--- config.mk ---
export PLATFORM = sky130hd
export DESIGN_NAME = memory_arbiter
export DESIGN_NICKNAME = d
export VERILOG_FILES = /design/src/rtl/memory_arbiter.sv
export SDC_FILE = /design/constraint.sdc
export NUM_CORES = 1
export LEC_CHECK = 0
export CORE_MARGIN = 10
export CORE_UTILIZATION = 34
export CTS_CLUSTER_DIAMETER = 40
export DETAILED_ROUTE_END_ITERATION = 10
export HOLD_SLACK_MARGIN = 0.12
export PLACE_DENSITY = 0.82
export SYNTH_ARGS = -nofsm -noshare
export SYNTH_HDL_FRONTEND = slang
export SYNTH_SLANG_ARGS = --single-unit
--- constraint.sdc ---
create_clock -name clock -period 3.05 [get_ports clock]
set_input_delay 0.7625 -clock clock [delete_from_list [all_inputs] [get_ports clock]]
set_output_delay 0.7625 -clock clock [all_outputs]
set_load 0.01 [all_outputs]
--- src/rtl/memory_arbiter.sv ---
// ---------------------------------------------------------------------------
// memory_arbiter
//   Two-requester round-robin arbiter in front of a single-port memory.
//   Each transaction runs IDLE -> ACCESS -> DONE, one cycle per state.
//   The request is sampled at edge N and ack is high in cycle N+2.
//
// Ports
//   clock, reset           : single clock; asynchronous active-high reset
//   req0/1, we0/1          : request and write-enable per requester
//   addr0/1, wdata0/1      : word address and write data per requester
//   ack0/1                 : one-cycle completion pulse to the owner
//   rdata                  : memory word captured at the end of ACCESS
//   busy                   : high while the FSM is not in IDLE
//   mem_address            : memory port address
//   mem_input_data         : memory port write data
//   mem_write_enable       : memory port write enable
//   mem_output_data        : memory port read data
// ---------------------------------------------------------------------------
module memory_arbiter #(
  parameter int DW         = 32,
  parameter int ADDR_WIDTH = 14
) (
  input  logic                  clock,
  input  logic                  reset,
  input  logic                  req0,
  input  logic                  req1,
  input  logic                  we0,
  input  logic                  we1,
  input  logic [ADDR_WIDTH-1:0] addr0,
  input  logic [ADDR_WIDTH-1:0] addr1,
  input  logic [DW-1:0]         wdata0,
  input  logic [DW-1:0]         wdata1,
  output logic                  ack0,
  output logic                  ack1,
  output logic [DW-1:0]         rdata,
  output logic                  busy,
  output logic [ADDR_WIDTH-1:0] mem_address,
  output logic [DW-1:0]         mem_input_data,
  output logic                  mem_write_enable,
  input  logic [DW-1:0]         mem_output_data
);

  typedef enum logic [1:0] {
    IDLE   = 2'd0,
    ACCESS = 2'd1,
    DONE   = 2'd2
  } state_t;

  state_t state;
  state_t state_next;

  logic last_served;  // requester granted most recently
  logic owner;        // requester owning the in-flight transaction
  logic grant_valid;
  logic grant_sel;

  // Next state and arbitration decision.
  // NOTE: every variable written here is given a default first, so no path
  // leaves it unassigned and no latch is inferred.
  always_comb begin
    state_next  = state;
    grant_valid = req0 | req1;
    // With both requesting, the one not served last wins; otherwise
    // whichever is requesting wins (req1 alone selects 1, else 0).
    grant_sel   = (req0 && req1) ? ~last_served : req1;

    unique case (state)
      IDLE:    if (grant_valid) state_next = ACCESS;
      ACCESS:  state_next = DONE;
      DONE:    state_next = IDLE;
      default: state_next = IDLE;
    endcase
  end

  // State register.
  // NOTE: sequential state uses non-blocking assignments so every flop
  // samples pre-edge values regardless of block evaluation order.
  always_ff @(posedge clock or posedge reset) begin
    if (reset) state <= IDLE;
    else       state <= state_next;
  end

  // Datapath registers. mem_write_enable is a flop that can only be set on
  // the IDLE->ACCESS edge and is cleared on every other edge, so it is high
  // for exactly the ACCESS cycle and cannot glitch. It also doubles as the
  // latched write flag, since ACCESS is a single cycle.
  always_ff @(posedge clock or posedge reset) begin
    if (reset) begin
      last_served      <= 1'b1;  // requester 0 wins the first contention
      owner            <= 1'b0;
      mem_address      <= '0;
      mem_input_data   <= '0;
      mem_write_enable <= 1'b0;
      rdata            <= '0;
      ack0             <= 1'b0;
      ack1             <= 1'b0;
    end else begin
      mem_write_enable <= 1'b0;
      ack0             <= 1'b0;
      ack1             <= 1'b0;

      if (state == IDLE && grant_valid) begin
        owner            <= grant_sel;
        last_served      <= grant_sel;
        mem_address      <= grant_sel ? addr1  : addr0;
        mem_input_data   <= grant_sel ? wdata1 : wdata0;
        mem_write_enable <= grant_sel ? we1    : we0;
      end

      // The memory answered on the falling edge inside ACCESS; capture it
      // and notify the owner whether or not it still holds req.
      if (state == ACCESS) begin
        rdata <= mem_output_data;
        ack0  <= ~owner;
        ack1  <= owner;
      end
    end
  end

  assign busy = (state != IDLE);

endmodule

==> results.yml, run 1 <==
placed_design:
  dp_cells: 736
  dp_hpwl_mm: 9.54
  portBuffers: 211
  dp_slack_ps: 383
  place.gp.congestion: 0.775
floorplan:
  coreArea_um2: 10300
  die_w_um: 123
  die_h_um: 123
  fp-row-count: 37
  ios: 212
  die_area_um2: 15100
  start_util_pct: 35.0
cts:
  cts_tree: "built"
  clock-sinks: 85
  root_buffer: "clkbuf_8"
  post_cts_buffers: 0
  cts_made_buffers: 9
  path_clk_slew_ps: 80
  cts_resized: 0
  ctsHoldBuffers: 0
  clockBufferDepth: 2
  clkLatencyLatePin_ps: 340
  h-tree-depth: 3
global_routing:
  grt.busiest_layer: "met2"
  grt_start_max_net_pins: 50
  grt_use_met3_pct: 8.43
  gr-usage-all-layers_pct: 16.3
  grt_overflow: 0
  grt_pass1_wl_mm: 19.8
  use_met1_pct: 18.6
  grt_pass1_vias: 3729
  gr-usage-met2_pct: 25.8
  grt_antenna_before_repair: 0
synthesis:
  synth_top_family_by_area: "simple AND/OR/NAND/NOR gates"
  ys_types: 19
  muxShareOfSynthArea_pct: 0
  syn_area_um2: 3610
  synth_simple_gate_area_share_pct: 20.6
  synth.avg_cell_area_um2: 8.68
  syn-instance-count: 416
  ys_seq_area_share_pct: 59.0
  synth_fa_ha_area_share_pct: 0
  ys_ff_latch: 85
  yosysWarnings: 0
  synth_compound_area_share_pct: 15.5
  synth_nets: 546
  synth-xor-area-share_pct: 0
power_and_ir_drop:
  p_total_mw: 5.69
  swShare_pct: 38.1
  pwr-share-clk_pct: 13.5
  ir_drop_mv: 0.417
  p_leak_nw: 2.62
  p_int_mw: 3.52
  pwr-share-comb_pct: 51.1
  p_sw_mw: 2.16
  p_seq_share_pct: 35.3
  power_density_nw_per_um2: 945
routing:
  vias: 3681
  firstDrtPassIters: 6
  drtAntennaViolNets: 0
  wire_per_inst_um: 17.1
  drc: 0
  routed_wl_mm: 12.9
  viasPerCell: 4.89
  drtIter0Drc: 202
sta:
  maxSlewViolCount: 0
  setup_violations: 0
  post-route-period-util_pct: 74.8
  worst_pin_slew_ps: 932
  hold_viol_final: 0
  setup_slack_ps: 769
  whs_ps: 425
  slew_headroom_pct: 37.9
  finClkSkew_ps: 12.2
  setup_tns_ps: 0
  rsz0062_at_grt: "no"
  fin_crit_ps: 2280
  max_clock_freq_mhz: 438
critical_path:
  criticalPathCategory: "in2reg"
  critPathMaxFanout: 49
  cp-start-kind: "input pin"
  end_kind: "register"
  required_ps: 3210
  reg2reg_slack_ps: 1330
  arrival_ps: 2450
  r2r-start: "state[1]"
  r2r_cells: 3
  rr_endpoint: "mem_input_data[19]"
layout:
  antennaDiodeCount: 0
  ff_latch_area_um2: 2130
  final_common_cell: "clkdlybuf4s50_1"
  multi_input_area_um2: 1320
  layout.cells.non_filler: 752
  syn2layout_area_growth_pct: 66.7
  drive_gt1_share_pct: 4.71
  final_cell_mix: "clkdlybuf4s50_1, nand2_1, dfrtp_1, a21oi_1, a31oi_1"
  final_net_count: 741
  n_fill_cell: 919
worst_hold_path:
  hold_depth: 1
  hold_start: "owner"
  hp-class: "reg2reg"
  hold_end: "ack0"
status:
  status: "finished, final reports clean"
run:
  maxCapViolCount: 0
per-stage QoR:
step | utilization (%) | area, um^2
floorplan | - | 3610
global placement | 56.4 | 5820
detailed placement | 56.4 | 5820
CTS | 58.3 | 6020
global route | 58.3 | 6020
finish | 58.3 | 6020
logic make-up after synthesis:
group	count (synthesis)
AND/OR/NAND/NOR	196
AO/OA/AOI/OAI	98
flip-flops	85
buffers and inverters	37
layer usage:
| layer | up-vias | part of all wire, % | wire length (um) |
|---|---|---|---|
| met3 | 20 | 12 | 1610 |
| met5 | - | 0 | 0 |
| li1 | 1758 | - | - |
| met2 | 175 | 46 | 5920 |
| met1 | 1728 | 39 | 5070 |
| met4 | 0 | 2.1 | 274 |
synth_stat cells:
| cell type | number | area [um^2] |
|---|---|---|
| buf_6 | 2 | 22.5 |
| nand2_1 | 190 | 713 |
| o22ai_1 | 1 | 6.26 |
| a21boi_0 | 1 | 7.51 |
| and2_1 | 1 | 6.26 |
| a21oi_1 | 47 | 235 |
| a21bo_2 | 1 | 10.0 |
| a31oi_1 | 47 | 294 |
| nand2b_1 | 1 | 6.26 |
| buf_2 | 16 | 80.1 |
| nor2_1 | 3 | 11.3 |
| inv_1 | 3 | 11.3 |
| dfstp_2 | 1 | 26.3 |
| or2_1 | 1 | 6.26 |
| clkbuf_1 | 14 | 52.6 |
| a21boi_1 | 1 | 7.51 |
| buf_4 | 1 | 7.51 |
| inv_2 | 1 | 3.75 |
| dfrtp_1 | 84 | 2100 |
cell type report:
cell class | count | area share [%]
Clock buffer | 12 | 2.74
Timing Repair Buffer | 217 | 36.3
Clock inverter | 4 | 0.520
Inverter | 4 | 0.270
Tap cell | 136 | 2.83
Sequential cell | 85 | 35.4
Multi-Input combinational cell | 294 | 22.0
registers in the layout, summed over array words and instances, names as in the netlist:
signal            cells
last_served           1
ack0                  1
mem_write_enable      1
mem_input_data       32
rdata                32
owner                 1
ack1                  1
mem_address          14
state                 2
critical path, stage by stage:
cell	delay, ps
clkdlybuf4s50_1	560
or2_1	150
and2_2	770
a31oi_1	200
worst max path at each step:
stage,from,to
2_1_floorplan,reset,ack0
3_3_place_gp,req0,owner
3_5_place_dp,req0,mem_input_data[19]
4_1_cts,req0,mem_input_data[19]
5_1_grt,req0,mem_input_data[19]
6_report,req0,mem_input_data[19]
power groups by stage:
stage | registers [mW] | logic (mW) | clock network [mW]
after detailed placement | 2.03 | 2.95 | 0
after global placement | 1.99 | 2.88 | 0
after floorplan | 2.24 | 1.12 | 0
after global routing | 2.07 | 3.20 | 0.848
final | 2.01 | 2.91 | 0.769
after CTS | 2.01 | 2.96 | 0.797
No activity file was read; power rests on OpenSTA's default activity.
==> run 2, diff against run 1 <==
==> constraint.sdc (replaced) <==
create_clock -name clock -period 1.9 [get_ports clock]
set_input_delay 0.475 -clock clock [delete_from_list [all_inputs] [get_ports clock]]
set_output_delay 0.475 -clock clock [all_outputs]
set_load 0.01 [all_outputs]
==> run 2 against run 1 <==
Compared with the run above: largest cell class unchanged; setup slack worse by 630 ps; first-iteration DRC count is 27% lower; worst hold slack better by 41 ps; cell count is 0.93% higher; sequential share of layout area is 0.60 points lower; sequential power is 61% higher; final area is 1.7% higher; register-to-register slack worse by 1000 ps; via count stayed put; core utilization is 1.0 points higher.
==> results.yml, run 2 (synthesis results as in run 1) <==
status:
  status: "finished, final reports clean"
floorplan:
  ios: 212
  start_util_pct: 35.0
  fp-row-count: 37
  coreArea_um2: 10300
  die_h_um: 123
  die_w_um: 123
  die_area_um2: 15100
global_routing:
  gr-usage-all-layers_pct: 17.0
  grt_pass1_vias: 3900
  grt_overflow: 0
  grt_pass1_wl_mm: 20.4
  grt_antenna_before_repair: 0
  grt_start_max_net_pins: 73
sta:
  rsz0062_at_grt: "no"
  fin_crit_ps: 1760
  slew_headroom_pct: 64.2
  hold_viol_final: 0
  worst_pin_slew_ps: 536
  setup_violations: 0
  max_clock_freq_mhz: 567
  finClkSkew_ps: 8.30
  maxSlewViolCount: 0
  post-route-period-util_pct: 92.8
placed_design:
  place_area_um2: 5940
  dp_cells: 743
  portBuffers: 211
  dp_hpwl_mm: 9.91
  place.gp.congestion: 0.828
critical_path:
  r2r-start: "state[1]"
  cp-start-kind: "register"
  startpoint: "mem_input_data[16]"
  path_buf_inv: 1
  slowest_stage: "clkdlybuf4s50_1"
  arrival_ps: 1290
  end_kind: "output pin"
  path_cells: "clkdlybuf4s50_1"
  required_ps: 1420
  critPathTopFamily: "buffers and inverters"
  r2r_cells: 5
  endpoint: "mem_input_data[16]"
  criticalPathCategory: "reg2out"
  reg2reg_slack_ps: 290
  crit_cells: 1
  rr_endpoint: "mem_input_data[31]"
  critPathMaxFanout: 2
  max_stage_delay_ps: 570
cts:
  clockBufferDepth: 2
  path_clk_slew_ps: 80
  ctsHoldBuffers: 0
  h-tree-depth: 3
  cts_tree: "built"
  clock-sinks: 85
  cts_made_buffers: 9
  clkLatencyLatePin_ps: 350
  root_buffer: "clkbuf_8"
routing:
  viasPerCell: 4.85
  firstDrtPassIters: 4
  routed_wl_mm: 12.9
  drc: 0
  vias: 3681
  drtIter0Drc: 147
  wire_per_inst_um: 17.0
  drtAntennaViolNets: 0
power_and_ir_drop:
  p_sw_mw: 3.50
  p_seq_share_pct: 34.7
  power_density_nw_per_um2: 1520
  pwr-share-clk_pct: 13.1
  p_leak_nw: 2.67
  swShare_pct: 37.6
  ir_drop_mv: 0.661
  p_int_mw: 5.81
  p_total_mw: 9.31
  pwr-share-comb_pct: 52.2
layout:
  final_common_cell: "clkdlybuf4s50_1"
  drive_gt1_share_pct: 5.30
  syn2layout_area_growth_pct: 69.6
  antennaDiodeCount: 0
  final_cell_area_um2: 6120
  final_cell_mix: "clkdlybuf4s50_1, nand2_1, dfrtp_1, a21oi_1, a31oi_1"
  final_net_count: 748
  reg_top3: "mem_input_data x32, rdata x32, mem_address x14"
  n_fill_cell: 879
  layout.cells.non_filler: 759
run:
  maxCapViolCount: 0
worst_hold_path:
  hp-class: "reg2reg"
## run 2: cell types whose count changed in the layout (fill, tap and decap cells not counted), moves of 2 or more
cell / before / now
buf_12: 2 / 7
clkbuf_1: 0 / 3
clkbuf_8: 12 / 9
buf_4: 4 / 6
clkinvlp_4: 3 / 1
## run 2: routing by layer
metal  routed length, um  global-route usage (%)
met4                 137                    4.95
met1                5170                    19.3
met2                6050                    27.8
met3                1540                    8.30
met5                   0                       0
## run 2: repair_timing
| action | in CTS | in global routing |
|---|---|---|
| endpoints found under the setup margin | 1 | 0 |
| buffers inserted | 0 | 0 |
| gates resized for setup | 1 | 0 |
## run 2: power by group through the flow
stage | Sequential [mW] | Combinational [mW] | Clock, mW
after floorplan | 3.59 | 1.80 | 0
after global placement | 3.21 | 4.81 | 0
after detailed placement | 3.25 | 4.95 | 0
after CTS | 3.23 | 4.95 | 1.26
after global routing | 3.34 | 5.33 | 1.35
final | 3.23 | 4.86 | 1.22
## run 2: area by class of cell
| cell class | instances | area, um^2 | share of cell area, % |
|---|---|---|---|
| well taps | 136 | 170 | 2.78 |
| inverters | 4 | 18.8 | 0.307 |
| multi-input cells | 294 | 1320 | 21.6 |
| clock inverters | 4 | 48.8 | 0.797 |
| repair buffers | 224 | 2300 | 37.5 |
| clock buffers | 12 | 135 | 2.21 |
| flip-flops and latches | 85 | 2130 | 34.8 |
## run 2: per-stage QoR
stage               setup slack, ps  TNS [ps]  hold slack (ps)  util, %
finish                          136         0              467     59.3
global route                   57.5         0              506     59.3
CTS                             111         0              466     59.3
detailed placement            -66.7     -1150              446     57.5
global placement              -1.82     -3.10              457     57.5
floorplan                       446         0              403        -
## run 2: worst min path at each step
stage                     slack (ps)      start   endpoint  cells past startpoint
after floorplan                  400      owner       ack0                      1
after global placement           460  rdata[15]  rdata[15]                      2
after detailed placement         450      owner       ack0                      1
after CTS                        470      owner       ack0                      1
after global routing             510      reset   state[1]                      3
final                            470      owner       ack0                      1
==> run 3, diff against run 2 <==
--- a/config.mk
+++ b/config.mk
@@ -11,6 +11,8 @@
 export DETAILED_ROUTE_END_ITERATION = 10
 export HOLD_SLACK_MARGIN = 0.12
 export PLACE_DENSITY = 0.82
+export RECOVER_POWER = 100
+export SETUP_SLACK_MARGIN = 0.02
 export SYNTH_ARGS = -nofsm -noshare
 export SYNTH_HDL_FRONTEND = slang
 export SYNTH_SLANG_ARGS = --single-unit
==> run 3 against run 2 <==
Compared with the run above: first-iteration DRC count is 44% higher; clock-buffer cell count unchanged; via count rose by 0.22%; clock power about the same; global-route usage unchanged; sequential power decreased by 1%; power down 2.5%; register-to-register slack got worse by 70 ps; core utilization shrank 0.30 points; largest cell class unchanged.
==> results.yml, run 3 (synthesis results as in run 1) <==
layout:
  antennaDiodeCount: 0
  final_common_cell: "nand2_1"
  ff_latch_area_um2: 2130
  syn2layout_area_growth_pct: 68.7
  final_net_count: 748
  final_cell_mix: "nand2_1, clkdlybuf4s50_1, dfrtp_1, a21oi_1, a31oi_1"
  layout.cells.non_filler: 759
  multi_input_area_um2: 1320
  reg_top3: "mem_input_data x32, rdata x32, mem_address x14"
  n_fill_cell: 887
  drive_gt1_share_pct: 4.82
floorplan:
  die_h_um: 123
  coreArea_um2: 10300
  fp-row-count: 37
  die_area_um2: 15100
  die_w_um: 123
  start_util_pct: 35.0
  ios: 212
cts:
  clkLatencyLatePin_ps: 340
  clockBufferDepth: 2
  path_clk_slew_ps: 80
  clock-sinks: 85
  cts_tree: "built"
  cts_made_buffers: 9
  root_buffer: "clkbuf_8"
  ctsHoldBuffers: 0
  h-tree-depth: 3
  post_cts_buffers: 0
  cts_resized: 1
status:
  status: "finished, final reports clean"
routing:
  routed_wl_mm: 12.9
  drc: 0
  drtAntennaViolNets: 0
  viasPerCell: 4.86
  drtIter0Drc: 211
  vias: 3689
  wire_per_inst_um: 17.0
  firstDrtPassIters: 7
sta:
  slew_headroom_pct: 34.4
  worst_pin_slew_ps: 982
  fin_crit_ps: 1830
  max_clock_freq_mhz: 547
  whs_ps: 466
  hold_viol_final: 0
  setup_violations: 0
  setup_tns_ps: 0
  post-route-period-util_pct: 96.3
  setup_slack_ps: 70.5
  finClkSkew_ps: 8.20
  maxSlewViolCount: 0
  rsz0062_at_grt: "no"
global_routing:
  grt_overflow: 0
  grt_pass1_wl_mm: 20.4
  grt_start_max_net_pins: 73
  grt_pass1_vias: 3900
  grt_antenna_before_repair: 0
  gr-usage-all-layers_pct: 17.0
critical_path:
  critPathTopFamily: "buffers and inverters"
  rr_endpoint: "mem_address[0]"
  reg2reg_slack_ps: 220
  cp-start-kind: "register"
  slowest_stage: "dlygate4sd3_1"
  max_stage_delay_ps: 620
  crit_cells: 1
  arrival_ps: 1350
  r2r-start: "state[1]"
  path_cells: "dlygate4sd3_1"
  r2r_cells: 5
  criticalPathCategory: "reg2out"
  required_ps: 1420
  critPathMaxFanout: 2
  path_buf_inv: 1
  end_kind: "output pin"
worst_hold_path:
  hold_start: "owner"
  hold_end: "ack0"
  hold_depth: 1
  hp-class: "reg2reg"
power_and_ir_drop:
  power_density_nw_per_um2: 1490
  p_sw_mw: 3.46
  ir_drop_mv: 0.619
  swShare_pct: 38.1
  pwr-share-comb_pct: 51.4
  p_total_mw: 9.08
  pwr-share-clk_pct: 13.4
  p_seq_share_pct: 35.2
  p_leak_nw: 2.69
  p_int_mw: 5.62
placed_design:
  portBuffers: 211
  dp_cells: 743
  dp_hpwl_mm: 9.91
  place.gp.congestion: 0.828
  dp_slack_ps: -66.7
run:
  maxCapViolCount: 0
run 3: power by group through the flow:
stage | clock network [mW] | logic [mW] | registers [mW]
floorplan | 0 | 1.80 | 3.59
global placement | 0 | 4.81 | 3.21
detailed placement | 0 | 4.95 | 3.25
CTS | 1.26 | 4.95 | 3.23
global route | 1.35 | 5.14 | 3.30
finish | 1.22 | 4.67 | 3.19
run 3: worst register-to-register path, stage by stage (launching register included):
cell and delay [ps]:
dfrtp_1 380, nor2_1 130, buf_4 350, clkbuf_2 440
a21oi_1 120, a31oi_1 180
run 3: area by class of cell:
cell class	count	share of cell area (%)
Tap cell	136	2.79
Sequential cell	85	34.9
Clock buffer	12	2.22
Clock inverter	4	0.801
Timing Repair Buffer	224	37.4
Inverter	4	0.267
Multi-Input combinational cell	294	21.6
run 3: how the worst max path moves through the flow:
stage / startpoint / end / slack [ps]
2_1_floorplan: reset / ack0 / 450
3_3_place_gp: req1 / mem_address[12] / -2
4_1_cts: mem_input_data[16] / mem_input_data[16] / 110
5_1_grt: mem_input_data[19] / mem_input_data[19] / 30
6_report: mem_input_data[19] / mem_input_data[19] / 70
3_5_place_dp: req1 / mem_input_data[16] / -70
run 3: metal layers:
layer  global-route usage (%)  wire, um
met5                        0         0
met3                     8.30      1490
met2                     27.8      6070
met1                     19.3      5200
met4                     4.95       133
run 3: stage by stage:
step                utilization, %  cell area, um^2
finish                        59.0             6090
detailed placement            57.5             5940
floorplan                        -             3610
global route                  59.0             6090
CTS                           59.3             6120
global placement              57.5             5940
==> RTL edit, RTL diff (config.mk and constraints of run 2) <==
The parameter `ADDR_WIDTH` goes from 14 to 12.
--- a/src/rtl/memory_arbiter.sv
+++ b/src/rtl/memory_arbiter.sv
@@ -18,7 +18,7 @@
 // ---------------------------------------------------------------------------
 module memory_arbiter #(
   parameter int DW         = 32,
-  parameter int ADDR_WIDTH = 14
+  parameter int ADDR_WIDTH = 12
 ) (
   input  logic                  clock,
   input  logic                  reset,
Ports: changed (resized addr0, addr1 and mem_address); port bits go from 212 to 206. No check against the original RTL was run, so the function may have changed too.
==> RTL edit against run 2 <==
- die area decreased by 1.8%
- sequential cell count decreased by 2
- final area decreased by 2.5%
- setup slack improved by 0.0071 ns
- maximum frequency increased by 0.41%
- worst hold slack got worse by 0.031 ns
- power decreased by 2.1%
- sequential power decreased by 3%
- synthesized area decreased by 2.1%
- routed wire length decreased by 5.2%
- critical endpoint is now mem_address[2]
- highest routed layer unchanged
==> RTL edit: results (changes against run 2) <==
Status
  – Status: finished, final reports clean

Finish
  – # fillers: 919 (+4.6%)
  – Fraction of layout cells with a size suffix above 1: 5.28% (-0.016 points)
  – Final instance area: 5970 µm² (-2.5%)
  – Post-layout instance count excluding filler cells: 742 (-2.2%)
  – Final net count: 727 (-2.8%)
  – Largest registers: mem_input_data x32, rdata x32, mem_address x12

Logic synthesis
  – Sequential element share of the synthesized area: 58.8% (-0.12 points)
  – Net Count, Synth: 530 (-2.9%)
  – Post-synth top cells: 186 x nand2_1, 82 x dfrtp_1, 45 x a21oi_1, 45 x a31oi_1, 17 x clkbuf_1
  – Synth Area in Compound Gates: 15.3% (-0.19 points)
  – Post-Synth Adder-Cell Area: 0% (unchanged)
  – YS warnings: 0 (unchanged)
  – Top cells by area, synth: dfrtp_1 58%, nand2_1 20%, a31oi_1 8.0%, a21oi_1 6.4%, clkbuf_1 1.8%
  – Post-Synthesis Cells: 404 (-2.9%)

Placed design
  – DP Worst Slack: -0.0170 ns (+0.0497 ns)
  – # port buffers: 205 (-2.8%)
  – Hpwl dp: 9170 µm (-7.5%)
  – GPL Wtd Cong: 0.801 (-3.2%)
  – Post-DP Area: 5760 µm² (-3.0%)

Clock tree
  – Clk slew on worst S/H paths: 0.08 ns (about the same)
  – Worst-skew pair later-pin latency: 0.34 ns

Routing
  – Met3 routed WL: 1540 µm (-0.52%)
  – DR WL met2: 5730 µm (-5.3%)
  – Wire length on met1: 4780 µm (-7.6%)
  – DRT iter0 DRCs: 223 (+52%)
  – Routed WL per cell: 16.5 µm (-3.1%)
  – DR vias/cell: 4.83 (-0.46%)
  – Pre-antenna DRT Iters: 5 (+1)

Pwr
  – Peak VDD IR: 0.000674 V (+1.9%)
  – LEAKAGE: 0.00261 µW (-2.3%)
  – Clock share of power: 14.8% (+1.7 points)
  – Sequential Power Share: 34.5% (-0.2 points)
  – Internal power: 5750 µW (-1.0%)
  – Clk pwr: 1350 µW (+11%)

Global routing
  – Grt met2 use: 26.1% (-1.7 points)
  – Global-route wire length before repair: 19000 µm (-6.9%)
  – Vias in the first global route: 3699 (-5.2%)
  – Gr usage total: 15.8% (-1.1 points)
  – Met1 Track Usage GR: 17.7% (-1.6 points)
  – M3 GR Usage: 6.98% (-1.3 points)
  – Largest net degree at the start of global routing: 84 (+15%)

Min path
  – Hold Crit Class: reg -> reg

Timing
  – Clk_skew: 0.00541 ns (-0.00289 ns)
  – Slew headroom: 66.6% (+2.4 points)

Worst setup path
  – CP delay by family, top: buffers and inverters
-- RTL edit: cell count changes after synthesis, sizes merged --
cell | before | now
nand2 | 190 | 186
dfrtp | 84 | 82
clkbuf | 14 | 17
a21oi | 47 | 45
buf | 19 | 14
a31oi | 47 | 45
-- RTL edit: final timing paths --
check | endpoint | startpoint | cells after the start | slack [ns]
min reg2reg | ack0 | owner | 1 | 0.44
max in group asynchronous | last_served | reset | 3 | 0.93
max | mem_address[2] | mem_address[2] | 1 | 0.14
min in group asynchronous | rdata[31] | reset | 3 | 0.60
min | ack0 | owner | 1 | 0.44
max reg2reg | mem_input_data[1] | state[1] | 3 | 0.52
-- RTL edit: final cells by class --
class	instances	share of cell area [%]
repair buffers	217	36.9
flip-flops and latches	83	34.8
multi-input cells	286	21.6
well taps	136	2.85
clock buffers	11	2.20
clock inverters	5	1.30
inverters	4	0.315
-- RTL edit: what timing repair did --
action / in CTS / in global routing
hold endpoints to repair: 0 / 0
setup endpoints to repair: 1 / 0
resized for setup: 1 / 0
